$ cat src/rtl/seq_operator_unit.sv
// Clocked operator engine: valid/ready request in, registered result out; DIV/MOD via iterative restoring divider.
// Optional macro SIGNED_OPS_EN adds the signed_mode port for two's-complement arithmetic.
module seq_operator_unit #(
    parameter int WIDTH = 8
) (
    input  logic                 clk,
    input  logic                 rst,
    input  logic                 in_valid,
    output logic                 in_ready,
    input  logic [3:0]           op,
    input  logic [WIDTH-1:0]     a,
    input  logic [WIDTH-1:0]     b,
    output logic                 out_valid,
    input  logic                 out_ready,
    output logic [2*WIDTH-1:0]   result,
    output logic                 err
`ifdef SIGNED_OPS_EN
    ,
    input  logic                 signed_mode
`endif
);

    localparam int RW = 2 * WIDTH;
    localparam int CW = (WIDTH > 2) ? $clog2(WIDTH) : 1;

    localparam logic [3:0] OP_MUL  = 4'd0;
    localparam logic [3:0] OP_DIV  = 4'd1;
    localparam logic [3:0] OP_ADD  = 4'd2;
    localparam logic [3:0] OP_SUB  = 4'd3;
    localparam logic [3:0] OP_MOD  = 4'd4;
    localparam logic [3:0] OP_LNOT = 4'd5;
    localparam logic [3:0] OP_LAND = 4'd6;
    localparam logic [3:0] OP_LOR  = 4'd7;
    localparam logic [3:0] OP_LT   = 4'd8;
    localparam logic [3:0] OP_GT   = 4'd9;
    localparam logic [3:0] OP_EQ   = 4'd10;
    localparam logic [3:0] OP_BNOT = 4'd11;
    localparam logic [3:0] OP_XRED = 4'd12;
    localparam logic [3:0] OP_SEL  = 4'd13;

    typedef enum logic [1:0] {S_IDLE, S_DIV, S_DONE} state_t;

    state_t             r_state;
    logic               r_in_ready;
    logic               r_out_valid;
    logic [RW-1:0]      r_result;
    logic               r_err;
    logic [WIDTH-1:0]   r_rem;
    logic [WIDTH-1:0]   r_quo;
    logic [WIDTH-1:0]   r_b;
    logic [CW-1:0]      r_cnt;
    logic               r_is_mod;
    logic               r_sgn;
    logic               r_qneg;
    logic               r_rneg;

    logic               w_sgn;
    logic               w_accept;
    logic               w_is_divop;
    logic [RW-1:0]      w_ax;
    logic [RW-1:0]      w_bx;
    logic               w_lt;
    logic               w_gt;
    logic [RW-1:0]      w_res;
    logic               w_err;
    logic [WIDTH-1:0]   w_amag;
    logic [WIDTH-1:0]   w_bmag;
    logic [WIDTH:0]     w_trial;
    logic               w_ge;
    logic [WIDTH-1:0]   w_rem_next;
    logic [WIDTH-1:0]   w_quo_next;
    logic [WIDTH-1:0]   w_qval;
    logic [WIDTH-1:0]   w_rval;
    logic [WIDTH-1:0]   w_fin;
    logic [RW-1:0]      w_fin_ext;

`ifdef SIGNED_OPS_EN
    assign w_sgn = signed_mode;
`else
    assign w_sgn = 1'b0;
`endif

    assign in_ready  = r_in_ready;
    assign out_valid = r_out_valid;
    assign result    = r_result;
    assign err       = r_err;

    assign w_accept   = in_valid && r_in_ready;
    assign w_is_divop = ((op == OP_DIV) || (op == OP_MOD)) && (b != '0);

    // Extended operands: low 2*WIDTH bits of add/sub/mul are then correct for both signed and unsigned.
    assign w_ax = w_sgn ? {{WIDTH{a[WIDTH-1]}}, a} : {{WIDTH{1'b0}}, a};
    assign w_bx = w_sgn ? {{WIDTH{b[WIDTH-1]}}, b} : {{WIDTH{1'b0}}, b};
    assign w_lt = w_sgn ? ($signed(a) < $signed(b)) : (a < b);
    assign w_gt = w_sgn ? ($signed(a) > $signed(b)) : (a > b);

    always_comb begin
        w_res = '0;
        w_err = 1'b0;
        case (op)
            OP_MUL:  w_res = w_ax * w_bx;
            OP_DIV:  begin
                w_res = {{WIDTH{1'b0}}, {WIDTH{1'b1}}};
                w_err = 1'b1;
            end
            OP_ADD:  w_res = w_ax + w_bx;
            OP_SUB:  w_res = w_ax - w_bx;
            OP_MOD:  begin
                w_res = w_ax;
                w_err = 1'b1;
            end
            OP_LNOT: w_res[0] = (a == '0);
            OP_LAND: w_res[0] = (a != '0) && (b != '0);
            OP_LOR:  w_res[0] = (a != '0) || (b != '0);
            OP_LT:   w_res[0] = w_lt;
            OP_GT:   w_res[0] = w_gt;
            OP_EQ:   w_res[0] = (a == b);
            OP_BNOT: w_res = {{WIDTH{1'b0}}, ~b};
            OP_XRED: w_res[0] = ^b;
            OP_SEL:  w_res = (a != '0) ? RW'(1) : RW'(2);
            default: w_err = 1'b1;
        endcase
    end

    // Divider works on magnitudes; signs are reapplied on the final iteration.
    assign w_amag = (w_sgn && a[WIDTH-1]) ? -a : a;
    assign w_bmag = (w_sgn && b[WIDTH-1]) ? -b : b;

    assign w_trial    = {r_rem, r_quo[WIDTH-1]};
    assign w_ge       = (w_trial >= {1'b0, r_b});
    assign w_rem_next = w_ge ? (w_trial[WIDTH-1:0] - r_b) : w_trial[WIDTH-1:0];
    assign w_quo_next = {r_quo[WIDTH-2:0], w_ge};

    assign w_qval    = r_qneg ? -w_quo_next : w_quo_next;
    assign w_rval    = r_rneg ? -w_rem_next : w_rem_next;
    assign w_fin     = r_is_mod ? w_rval : w_qval;
    assign w_fin_ext = r_sgn ? {{WIDTH{w_fin[WIDTH-1]}}, w_fin} : {{WIDTH{1'b0}}, w_fin};

    always_ff @(posedge clk) begin
        if (rst) begin
            r_state     <= S_IDLE;
            r_in_ready  <= 1'b1;
            r_out_valid <= 1'b0;
            r_result    <= '0;
            r_err       <= 1'b0;
            r_rem       <= '0;
            r_quo       <= '0;
            r_b         <= '0;
            r_cnt       <= '0;
            r_is_mod    <= 1'b0;
            r_sgn       <= 1'b0;
            r_qneg      <= 1'b0;
            r_rneg      <= 1'b0;
        end else begin
            case (r_state)
                S_IDLE: begin
                    if (w_accept) begin
                        r_in_ready <= 1'b0;
                        if (w_is_divop) begin
                            r_state  <= S_DIV;
                            r_rem    <= '0;
                            r_quo    <= w_amag;
                            r_b      <= w_bmag;
                            r_cnt    <= '0;
                            r_is_mod <= (op == OP_MOD);
                            r_sgn    <= w_sgn;
                            r_qneg   <= w_sgn && (a[WIDTH-1] ^ b[WIDTH-1]);
                            r_rneg   <= w_sgn && a[WIDTH-1];
                        end else begin
                            r_state     <= S_DONE;
                            r_result    <= w_res;
                            r_err       <= w_err;
                            r_out_valid <= 1'b1;
                        end
                    end
                end
                S_DIV: begin
                    r_rem <= w_rem_next;
                    r_quo <= w_quo_next;
                    r_cnt <= r_cnt + 1'b1;
                    if (r_cnt == CW'(WIDTH - 1)) begin
                        r_state     <= S_DONE;
                        r_result    <= w_fin_ext;
                        r_err       <= 1'b0;
                        r_out_valid <= 1'b1;
                    end
                end
                S_DONE: begin
                    if (out_ready) begin
                        r_state     <= S_IDLE;
                        r_out_valid <= 1'b0;
                        r_in_ready  <= 1'b1;
                    end
                end
                default: begin
                    r_state     <= S_IDLE;
                    r_in_ready  <= 1'b1;
                    r_out_valid <= 1'b0;
                end
            endcase
        end
    end

endmodule
$ cat config.mk
export PLATFORM = sky130hd
export DESIGN_NAME = seq_operator_unit
export DESIGN_NICKNAME = d
export VERILOG_FILES = /design/src/rtl/seq_operator_unit.sv
export SDC_FILE = /design/constraint.sdc
export NUM_CORES = 1
export LEC_CHECK = 0
export ABC_AREA = 0
export BUFFER_PORTS_ARGS = -buffer_cell sky130_fd_sc_hd__clkbuf_2
export CAP_MARGIN = 20
export CORE_ASPECT_RATIO = 0.8
export CORE_UTILIZATION = 35
export CTS_CLUSTER_SIZE = 12
export DETAILED_ROUTE_END_ITERATION = 7
export GPL_TIMING_DRIVEN = 0
export PLACE_DENSITY = 0.47
export SLEW_MARGIN = 40
export SYNTH_ARGS = -nofsm -noshare
export SYNTH_HDL_FRONTEND = slang
export SYNTH_SLANG_ARGS = --single-unit
$ cat constraint.sdc
create_clock -name clk -period 9.1 [get_ports clk]
set_input_delay 0.455 -clock clk [delete_from_list [all_inputs] [get_ports clk]]
set_output_delay 0.455 -clock clk [all_outputs]
set_load 0.02 [all_outputs]
After elaboration in Yosys (flattened, before gate mapping)
Index checks and enable logic that the tools add are counted.
{"block": "totals", "ff_bits": 49, "latch_bits": 0, "ramBits": 0, "rom_bits": 0, "elab_cells": 97, "memories": 0}
{"block": "op_classes", "addsub": 4, "mul": 1, "div": 0, "n_lt_le_gt_ge": 3, "n_eq_ne": 22, "shift": 0, "mux": 36, "bitwise": 2, "n_reduce_logical": 19}
{"op": "one-hot mux 15 bit (7 select lines)", "count": 1}
{"op": "2-to-1 mux 16 bit", "count": 3}
{"op": "2-to-1 mux 8 bit", "count": 6}
{"op": "one-hot mux 16 bit (2 select lines)", "count": 1}
{"op": "one-hot mux 8 bit (2 select lines)", "count": 2}
{"op": "== test 4 bit, second input constant", "count": 6}
{"op": "== test 4 x 3 -> 1 bit, second input constant", "count": 4}
{"op": "multiplier 8 x 8 -> 16 bit", "count": 1}
{"op": "nonzero test 8 bit", "count": 2}
{"op": "one-hot mux 1 bit (14 select lines)", "count": 1}
{"op": "AND reduction 3 bit", "count": 4}
{"op": "OR reduction 12 bit", "count": 1}
{"op": "2-to-1 mux 1 bit", "count": 10}
{"op": "2-to-1 mux 2 bit", "count": 5}
{"op": "inequality test 2 bit, second input constant", "count": 5}
{"op": "adder 8 x 8 -> 9 bit", "count": 1}
{"op": ">= comparator 9 x 8 -> 1 bit", "count": 1}
{"op": "subtractor 8 x 8 -> 9 bit", "count": 1}
{"op": "== test 4 x 2 -> 1 bit, second input constant", "count": 2}
{"op": "== test 8 bit", "count": 1}
{"op": "> comparator 8 bit", "count": 1}
{"op": "logical NOT 8 bit", "count": 1}
{"op": "less-than comparator 8 bit", "count": 1}
{"op": "inverter 8 bit", "count": 1}
{"op": "19 further kinds", "count": 25}

Depth between registers and ports, before layout
Gate-level depths: netlist of the first run.
{"block": "depth", "ltp_word": 6, "depth_mapped": 18, "ltp_nobuf": 18}

Worst setup path before layout of the first run
No wires, ideal clock.
{"block": "synth_path", "kind": "input -> register", "from": "in a[1]", "to": "reg r_result[15] (netlist: result[15])", "setup_ps": 130, "t_arrival_ps": 4523, "required_time_ps": 8970, "slack_ps": 4446, "stages": 16, "path_buffers": 1, "cell_sequence": "clkbuf_1 and2_1 fa_1 fa_1 inv_1 fa_1 fa_1 inv_1 ha_1 o21ai_0 o21ai_1 a2111oi_0 nor2_1 a41oi_1 mux2i_1 o22ai_1"}
{"block": "synth_between", "elab_chain_len": 5}
{"element": "from (decl)", "line": "11", "rtl": "input logic [WIDTH-1:0] a,"}
{"element": "multiplier 8 x 8 -> 16 bit / subtractor 8 x 8 -> 9 bit (equally long branches)", "line": "101, 107"}
{"element": "one-hot mux 15 bit (7 select lines) *", "line": "100", "rtl": "case (op)"}
{"element": "2-to-1 mux 16 bit *", "line": "159", "rtl": "if (w_is_divop) begin"}
{"element": "2-to-1 mux 16 bit *", "line": "157", "rtl": "if (w_accept) begin"}
{"element": "one-hot mux 16 bit (2 select lines) *", "line": "155", "rtl": "case (r_state)"}
{"element": "to (signal assigned)", "line": "171", "rtl": "r_result <= w_res;"}
{"element": "to (signal assigned)", "line": "183", "rtl": "r_result <= w_fin_ext;"}
{"element": "to (decl)", "line": "46", "rtl": "logic [RW-1:0] r_result;"}
Every way passes the cells marked *; elsewhere a longest branch is shown, timed or not. The select of a mux whose other input is x is not followed.
A chain may end at the register's enable or synchronous reset.

Worst setup path in the final report of the first run
Ends and elaborated chain as after synthesis.

==> out/results.txt, run 1 <==
The sum of negative setup slack is 0 ns, and the transition time at the pin with the least slew margin is 0.759 ns. The vias after detailed routing was 5,503. The largest single stage delay on the critical path is 0.57 ns.

Setup violations remaining at the end of the flow were counted as 0. The floorplan core area is 16,600 um2, and the number of I/O pins is 43. The tools report the count of nets left with antenna violations after detail routing as 0.

The final-report max-slew violation count is 0. The area added between synthesis and finish was 10.7%. The path category of the worst min-delay check is input port to register.

After synthesis, the share of flip-flops with an asynchronous set or reset is 0%. TritonCTS built the clock tree. Clock tree synthesis inserted a total of 5 buffers. Sorting the synthesized cells by how often they occur yields sky130_fd_sc_hd__nor2_1 (82), sky130_fd_sc_hd__inv_1 (72), sky130_fd_sc_hd__ha_1 (66), sky130_fd_sc_hd__nand2_1 (53), sky130_fd_sc_hd__a21oi_1 (51). The logs give 30.4 mm for the first-pass GRT wire length and 0 for the global route total overflow. Counting flops with a built-in enable in the synthesized netlist gives 0.

After layout, the worst path uses 59.0% of the clock period. The initial utilization of the core area, before any placement, comes to 35.9%. For the total iterations of the first detailed-routing run, the log shows 5. The number of hold buffers added after CTS was 0. The run gives 0.000957 W as the total power after layout. Count of inserted antenna diode cells: 0. By area the synthesized netlist is led by sky130_fd_sc_hd__dfxtp_1 (16%), sky130_fd_sc_hd__ha_1 (14%), sky130_fd_sc_hd__fa_1 (13%). The maximum resistive drop on vdd is 0.103 mV. The worst setup path is launched from an input port.

Post-CTS timing repair inserted 0 buffers for setup. The share of synthesized area in the top cell type comes to 16.5%. The cell type with the highest aggregate area in the netlist is sky130_fd_sc_hd__dfxtp_1.

Entering global routing, the biggest net connects 16 pins. After clock tree synthesis, the clock-pin slew on the worst setup and hold paths is 0.07 ns. The synthesized area per cell was 8.05 um2; the count of different cell masters after synthesis was 72. The global placement routability congestion was 0.897; the height of the chip was 119 um. The tree is rooted in a sky130_fd_sc_hd__clkbuf_16. Timing would allow up to 186 MHz. Data on the critical path arrives at its endpoint at 5.53 ns. During placement, the flow inserted port buffers numbering 38. The initial antenna violation count was 0.

Total number of placement rows: 42. The number of gates resized after CTS was 0. Setup repair after global routing left no endpoint under its margin. In this run, synthesis produced a sequential element count of 49. For the die outline area, the log shows 17,500 um2. The most common cell in the synthesized netlist is sky130_fd_sc_hd__nor2_1. After detailed routing, the average wire length per cell comes to 18.9 um.

The run gives 15.1 mm as the HPWL after detailed placement. Buffer levels on the longest clock path: 2. The worst-path cell with the longest stage delay is sky130_fd_sc_hd__clkbuf_1. The horizontal die dimension was 148 um; the level count of the clock H-tree was 2.

The synthesized netlist net count was 868; the ratio of cells with drive above 1 in the final layout was 10.2%. The final layout contains routed wiring with a total length of 19.0 mm. The count of mapped cells out of synthesis was 739. Using the TritonRoute via totals, the vias-per-cell ratio works out to 5.48.

Clock tree synthesis found a total of 49 sinks. For the final database, setup skew stands at 0.0101 ns. The critical-path maximum fanout is 10, and the static leakage is 2.86 nW. At the later pin of the worst-skew pair, clock insertion delay measures 0.29 ns. For the worst setup path, the data required time is 9.26 ns. The worst path needs 5.36 ns of the cycle, external delays included. The final count of hold timing violations was 0; the violation count after the first detailed-routing iteration was 436.

Netlist area before placement: 5950 um2. Traced cell by cell, the critical path runs through clkbuf_2 -> clkbuf_1 -> nand2_1 -> fa_1 -> fa_1 -> inv_1 -> fa_1 -> inv_1 -> fa_1 -> inv_1 -> ha_1 -> o21ai_0 -> o21ai_1 -> a2111oi_0 -> nor2_1 -> a41oi_1 -> mux2i_1 -> o22ai_1. Across all hold checks on the routed design, the worst slack comes to 0.459 ns. By instance count, the cell type seen most on the critical path is sky130_fd_sc_hd__fa_1.

The flow ran to the end, and the final reports show no timing, DRC or antenna violations. In the global route stage, overall resource usage came out at 22.5%. In this run, placement finished with an instance count of 997.

Sequential elements use 16.5% of the synthesized area. The worst setup path is captured at a register. The class of the most critical setup path was input port to register. The ratio of total power to cell area works out to 145 nW/um2.

Across the run, the number of max-cap violations was 0. The tightest slew margin relative to the limit is 49.3%, and the final instance count without filler cells is 1,004. The predominant post-synthesis flop cell was sky130_fd_sc_hd__dfxtp_1. After detailed routing, the number of remaining DRC violations is 0.

Yosys printed 0 warnings. The total number of nets in the final design is 913, and the via count of the first global-routing pass is 5,473.
==> state kept, by name, summed over array words and instances (netlist names), 2 cells and up <==
| register | count |
|---|---|
| result | 16 |
| r_b | 8 |
| r_quo | 8 |
| r_rem | 8 |
| r_cnt | 3 |
| r_state | 2 |
==> final cells by class <==
class,count,area (um2)
clock buffer,5,125
buffer,41,220
timing repair buffer,38,190
inverter,72,270
sequential,49,981
clock inverter,2,38.8
tap,220,275
multi-input combinational,577,4480
fill,1766,9970
==> logic make-up after synthesis <==
| kind of cell | count (synthesis) | share of synthesized area, % |
|---|---|---|
| multiplexers | 18 | 3.18 |
| XOR/XNOR | 21 | 3.09 |
| adder cells (fa/ha/maj) | 106 | 27.2 |
| flip-flops | 49 | 16.5 |
| AO/OA/AOI/OAI | 183 | 21.0 |
| AND/OR/NAND/NOR | 249 | 20.8 |
| buffers and inverters | 113 | 8.25 |
==> critical path: cells and delay by family <==
| kind | cells | cell delay, ns |
|---|---|---|
| mux | 1 | 0.22 |
| compound gates | 5 | 1.21 |
| simple gates | 2 | 0.30 |
| fa+ha+maj | 5 | 2.43 |
| buf+inv | 5 | 0.89 |
==> layer usage <==
metal,track usage (%),up-vias,routed length (um)
met3,4.90,15,1190
met2,33.0,159,7910
met1,33.3,2665,9620
met5,0,-,0
li1,-,2664,-
met4,4.45,0,263
==> per-stage QoR <==
stage	instance area [um2]	setup slack [ns]	utilization (%)
2_1_floorplan	5950	4.45	-
4_1_cts	6590	3.74	39.8
6_report	6590	3.74	39.8
3_3_place_gp	6410	3.44	38.7
5_1_grt	6590	3.36	39.8
3_5_place_dp	6420	3.44	38.8
==> layout by cell type, fill, tap and decap left out, types with 8 or more instances in the layout <==
cell                       instances
sky130_fd_sc_hd__nand2b_1          9
sky130_fd_sc_hd__nand2_1          53
sky130_fd_sc_hd__clkbuf_2         38
sky130_fd_sc_hd__and2_1           45
sky130_fd_sc_hd__mux2i_1          11
sky130_fd_sc_hd__dfxtp_1          49
sky130_fd_sc_hd__nor2b_1          13
sky130_fd_sc_hd__o21ai_0          29
sky130_fd_sc_hd__a211oi_1         10
sky130_fd_sc_hd__buf_2             8
sky130_fd_sc_hd__ha_1             66
sky130_fd_sc_hd__fa_1             39
sky130_fd_sc_hd__inv_1            72
sky130_fd_sc_hd__nor2_1           82
sky130_fd_sc_hd__nand3_1           9
sky130_fd_sc_hd__a21oi_1          51
sky130_fd_sc_hd__xor2_1            8
sky130_fd_sc_hd__a22oi_1          12
sky130_fd_sc_hd__nor3_1            9
sky130_fd_sc_hd__clkbuf_1         25
sky130_fd_sc_hd__xnor2_1          13
==> path summary, 6_finish.rpt <==
check | slack, ns | cells past startpoint | start | to
min | 0.46 | 4 | out_ready | r_state[1]
min reg2reg | 0.49 | 1 | r_cnt[0] | r_cnt[0]
max reg2reg | 6.48 | 10 | r_quo[7] | result[5]
max | 3.74 | 18 | a[1] | result[15]
==> power breakdown <==
part / switching (W) / internal [W]
Combinational: 0.000309 / 0.000207
Sequential: 0.00000506 / 0.000221
Clock: 0.0000861 / 0.000129
Note: power is estimated with default switching activity, not from simulation.
==> run 2, diff against run 1 <==
--- a/config.mk
+++ b/config.mk
@@ -5,7 +5,7 @@
 export SDC_FILE = /design/constraint.sdc
 export NUM_CORES = 1
 export LEC_CHECK = 0
-export ABC_AREA = 0
+export ABC_AREA = 1
 export BUFFER_PORTS_ARGS = -buffer_cell sky130_fd_sc_hd__clkbuf_2
 export CAP_MARGIN = 20
 export CORE_ASPECT_RATIO = 0.8
==> constraint.sdc (replaced) <==
create_clock -name clk -period 5.4 [get_ports clk]
set_input_delay 0.27 -clock clk [delete_from_list [all_inputs] [get_ports clk]]
set_output_delay 0.27 -clock clk [all_outputs]
set_load 0.02 [all_outputs]
==> out/results.txt, run 2 <==
The total number of nets in the final design was 1,167 (+28%); the critical-path maximum fanout was 10 (unchanged). The run gives 0.111 mV (+7.4%) as the maximum resistive drop on vdd. The path class of the tightest hold or removal check is input port to register. The final count of hold timing violations was 0 (unchanged); the height of the chip was 122 um (+2.8%).

For hold timing, the worst endpoint is r_state[1]. Predominant post-synthesis flop cell: sky130_fd_sc_hd__dfxtp_1. The post-route fraction of the period consumed by the critical path works out to 86.8%. The logs give 5.63 ns (-3.63 ns) for the data required time at the worst endpoint and 56.0% (+2.2 points) for the relative contribution of combinational cells to total power.

The run finished with clean final reports. The first-pass GRT wire length was 32.6 mm (+7.3%). The TritonCTS sink count is 49 (unchanged). Total power after layout: 0.00159 W (+66%). The mean routed wirelength per cell was 16.0 um (-15%); the netlist area before placement was 6290 um2 (+5.7%).

In the post-synthesis netlist, the biggest area contributors are sky130_fd_sc_hd__nand2_1 (17%), sky130_fd_sc_hd__dfxtp_1 (16%), sky130_fd_sc_hd__ha_1 (13%). Number of gates given a new drive strength after cts: 0 (unchanged). Count of flip-flops with a built-in enable after synthesis: 0 (unchanged). For the data arrival time of the critical path, the log shows 4.92 ns (-0.61 ns). The element type at the critical path end was a register. The logs give 15 (-1) for the largest net degree at the start of global routing and 0.000861 W (+55%) for the total internal power. The flip-flop and latch count after synthesis is 49 (unchanged). The fill cell instance count of the final layout is 1,977 (+12%). TritonCTS built the clock tree. Setup repair after global routing left no endpoint under its margin. The depth of the worst hold-timing path is 4 (unchanged). The total CTS buffers is 5 (unchanged). The global placement routability congestion was 0.865 (-3.6%); the floorplan core area was 17,400 um2 (+5.3%). The logs give 0 (unchanged) for the count of inserted antenna diode cells and 20.3 mm (+6.8%) for the routed wire length.

The sum of negative setup slack is 0 ns (unchanged), and the area added between synthesis and finish is 10.1%. The transition time at the pin with the least slew margin works out to 0.802 ns (+0.0430 ns). For the final number of setup-violating endpoints, the log shows 0 (unchanged). For the maximum clock frequency, the log shows 213 MHz.

The tools report the launch point of the worst reg-to-reg path as r_b[6]. The switching power summed over all nets came out at 0.000725 W (+81%). The tools report the final instance area as 6920 um2 (+5.1%). The clock-pin slew of the registers on the worst-case setup and hold paths was 0.07 ns (about the same). The logs give 46.5% (-2.8 points) for the tightest slew margin relative to the limit and 43 (+2.4%) for the total number of placement rows. The worst hold path begins at out_ready.

The logs give 43 (unchanged) for the number of I/O pins and 0 (unchanged) for the global route total overflow. The run gives 0 (unchanged) as the max-cap check violation count. The static leakage is 3.82 nW (+34%). The worst flop-to-flop path endpoint was r_rem[4].

The number of warnings reported in the yosys synthesis log is 0 (unchanged). The count of nets left with antenna violations after detail routing is 0 (unchanged). The ratio of cells with drive above 1 in the final layout works out to 7.89% (-2.3 points). The register share of total power was 24.3% (+0.7 points); the share of Yosys cell area claimed by the top area cell type was 17.1% (+0.64 points). The switching fraction of total power came out at 45.7% (+3.9 points).

The final-report max-slew violation count is 0 (unchanged), and the final instance count without filler cells is 1,264 (+26%). The proportion of register bits with asynchronous set or reset after synthesis was 0% (unchanged). The type of origin of the critical path is an input port. The synthesized netlist net count came out at 1,118 (+29%). The tools report the number of cells in the design after placement as 1,256 (+26%).

The count of unresolved DRC violations after routing is 0 (unchanged), and the vias after detailed routing is 6,240 (+13%). The global-route usage over all layers is 22.7% (+0.27 points), and the level count of the clock H-tree is 2 (unchanged). The most common cell in the synthesized netlist is sky130_fd_sc_hd__nand2_1. The critical path is of the input port to register type.

The internal reg-to-reg setup slack is 3.06 ns (-3.42 ns). The synthesized area per cell was 6.36 um2 (-21%); the post-synthesis sequential area ratio was 15.6% (-0.89 points). The ratio of total power to cell area is 229 nW/um2 (+58%), and the number of cells on the worst reg-to-reg path is 11 (+1). The count of input and output buffers came out at 42 (+11%).

The placed instance area was 6780 um2 (+5.6%); the post-CTS setup buffer count was 0 (unchanged). Leading cell type in the layout, fill and taps excluded: sky130_fd_sc_hd__nand2_1. The post-route minimum period is 4.69 ns. The total iterations of the first detailed-routing run was 7 (+2); the hold buffer count at cts was 0 (unchanged). The initial standard-cell utilization of the core is 36.1% (+0.14 points). Ranked by instance count, the synthesized netlist is headed by sky130_fd_sc_hd__nand2_1 (287), sky130_fd_sc_hd__inv_1 (183), sky130_fd_sc_hd__ha_1 (66), sky130_fd_sc_hd__a21oi_1 (65). Leaving out fill and tap cells, the most frequent cells in the layout are sky130_fd_sc_hd__nand2_1 (287), sky130_fd_sc_hd__inv_1 (183), sky130_fd_sc_hd__ha_1 (66). For the post-route clock skew, the log shows 0.00716 ns (-0.00297 ns). The count of different cell masters after synthesis is 41 (-43%). For the initial antenna violation count, the log shows 0 (unchanged). The violation count after the first detailed-routing iteration was 528 (+21%); the flip-flop count of the largest register, all copies and words added was 16 (unchanged). The buffer levels on the longest clock path was 2 (unchanged).

The clock root buffer is sky130_fd_sc_hd__clkbuf_16. The die outline area came out at 18,500 um2 (+5.6%). The tools report the count of mapped cells out of synthesis as 989 (+34%). Relative contribution of the clock network to total power: 19.7% (-2.8 points). The worst-skew pair later-pin latency is 0.30 ns (about the same), and the horizontal die dimension is 152 um (+2.8%). The HPWL after detailed placement is 16.5 mm (+9.0%). For the via count of the first global-routing pass, the log shows 5,779 (+5.6%).

The biggest area contributor in the post-synthesis netlist is sky130_fd_sc_hd__nand2_1. The per-cell via count in the routed design works out to 4.94 (-9.9%).
run 2: how the worst max path moves through the flow:
stage | from | end | cells after the start
2_1_floorplan | a[0] | result[14] | 21
3_3_place_gp | a[1] | result[14] | 22
3_5_place_dp | a[1] | result[10] | 19
4_1_cts | a[1] | result[10] | 19
5_1_grt | a[1] | result[10] | 19
6_report | a[1] | result[10] | 19
run 2: layer usage:
metal	vias to the layer above	track usage (%)	wire length, um
met5	-	0	0
met4	0	1.56	58
li1	3199	-	-
met1	2806	36.4	11100
met2	227	32.0	7770
met3	8	4.06	1380
run 2: layout make-up:
class	count	area [um2]	share of cell area, %
timing repair buffer	42	210	3.04
buffer	36	180	2.60
inverter	189	709	10.2
clock buffer	6	129	1.86
sequential	49	981	14.2
clock inverter	2	10.0	0.145
tap	225	282	4.07
multi-input combinational	715	4420	63.9
run 2: per-stage QoR:
step	setup slack, ns	util, %	hold slack [ns]
2_1_floorplan	1.41	-	0.433
3_3_place_gp	0.358	38.9	0.452
3_5_place_dp	0.374	38.9	0.454
5_1_grt	0.368	39.7	0.313
6_report	0.712	39.7	0.277
4_1_cts	0.667	39.7	0.270
run 2: cell families after synthesis:
| family | synth area share, % |
|---|---|
| adder cells (fa/ha/maj) | 25.6 |
| buffers and inverters | 14.1 |
| AO/OA/AOI/OAI | 12.0 |
| AND/OR/NAND/NOR | 31.7 |
| flip-flops | 15.6 |
| XOR/XNOR | 0.975 |
run 2: power by group through the flow:
stage | combinational (W) | clock, W | sequential (W)
after detailed placement | 0.000880 | 0 | 0.000394
after floorplan | 0.000649 | 0 | 0.000400
after global routing | 0.00103 | 0.000335 | 0.000388
after global placement | 0.000890 | 0 | 0.000394
final | 0.000888 | 0.000312 | 0.000386
after CTS | 0.000888 | 0.000319 | 0.000386
run 2: worst max-delay path, cell delays in order:
cell and delay, ns:
sky130_fd_sc_hd__clkbuf_2 0.17, sky130_fd_sc_hd__clkbuf_1 0.60, sky130_fd_sc_hd__nand2_1 0.16, sky130_fd_sc_hd__fa_1 0.52
sky130_fd_sc_hd__fa_1 0.57, sky130_fd_sc_hd__inv_1 0.06, sky130_fd_sc_hd__fa_1 0.54, sky130_fd_sc_hd__inv_1 0.06
sky130_fd_sc_hd__fa_1 0.52, sky130_fd_sc_hd__inv_1 0.04, sky130_fd_sc_hd__ha_1 0.37, sky130_fd_sc_hd__nand2_1 0.17
sky130_fd_sc_hd__nor2_1 0.06, sky130_fd_sc_hd__nand2_1 0.06, sky130_fd_sc_hd__nand3_1 0.14, sky130_fd_sc_hd__and2_1 0.17
sky130_fd_sc_hd__o21ai_0 0.23, sky130_fd_sc_hd__nand2_1 0.08, sky130_fd_sc_hd__a21oi_1 0.11
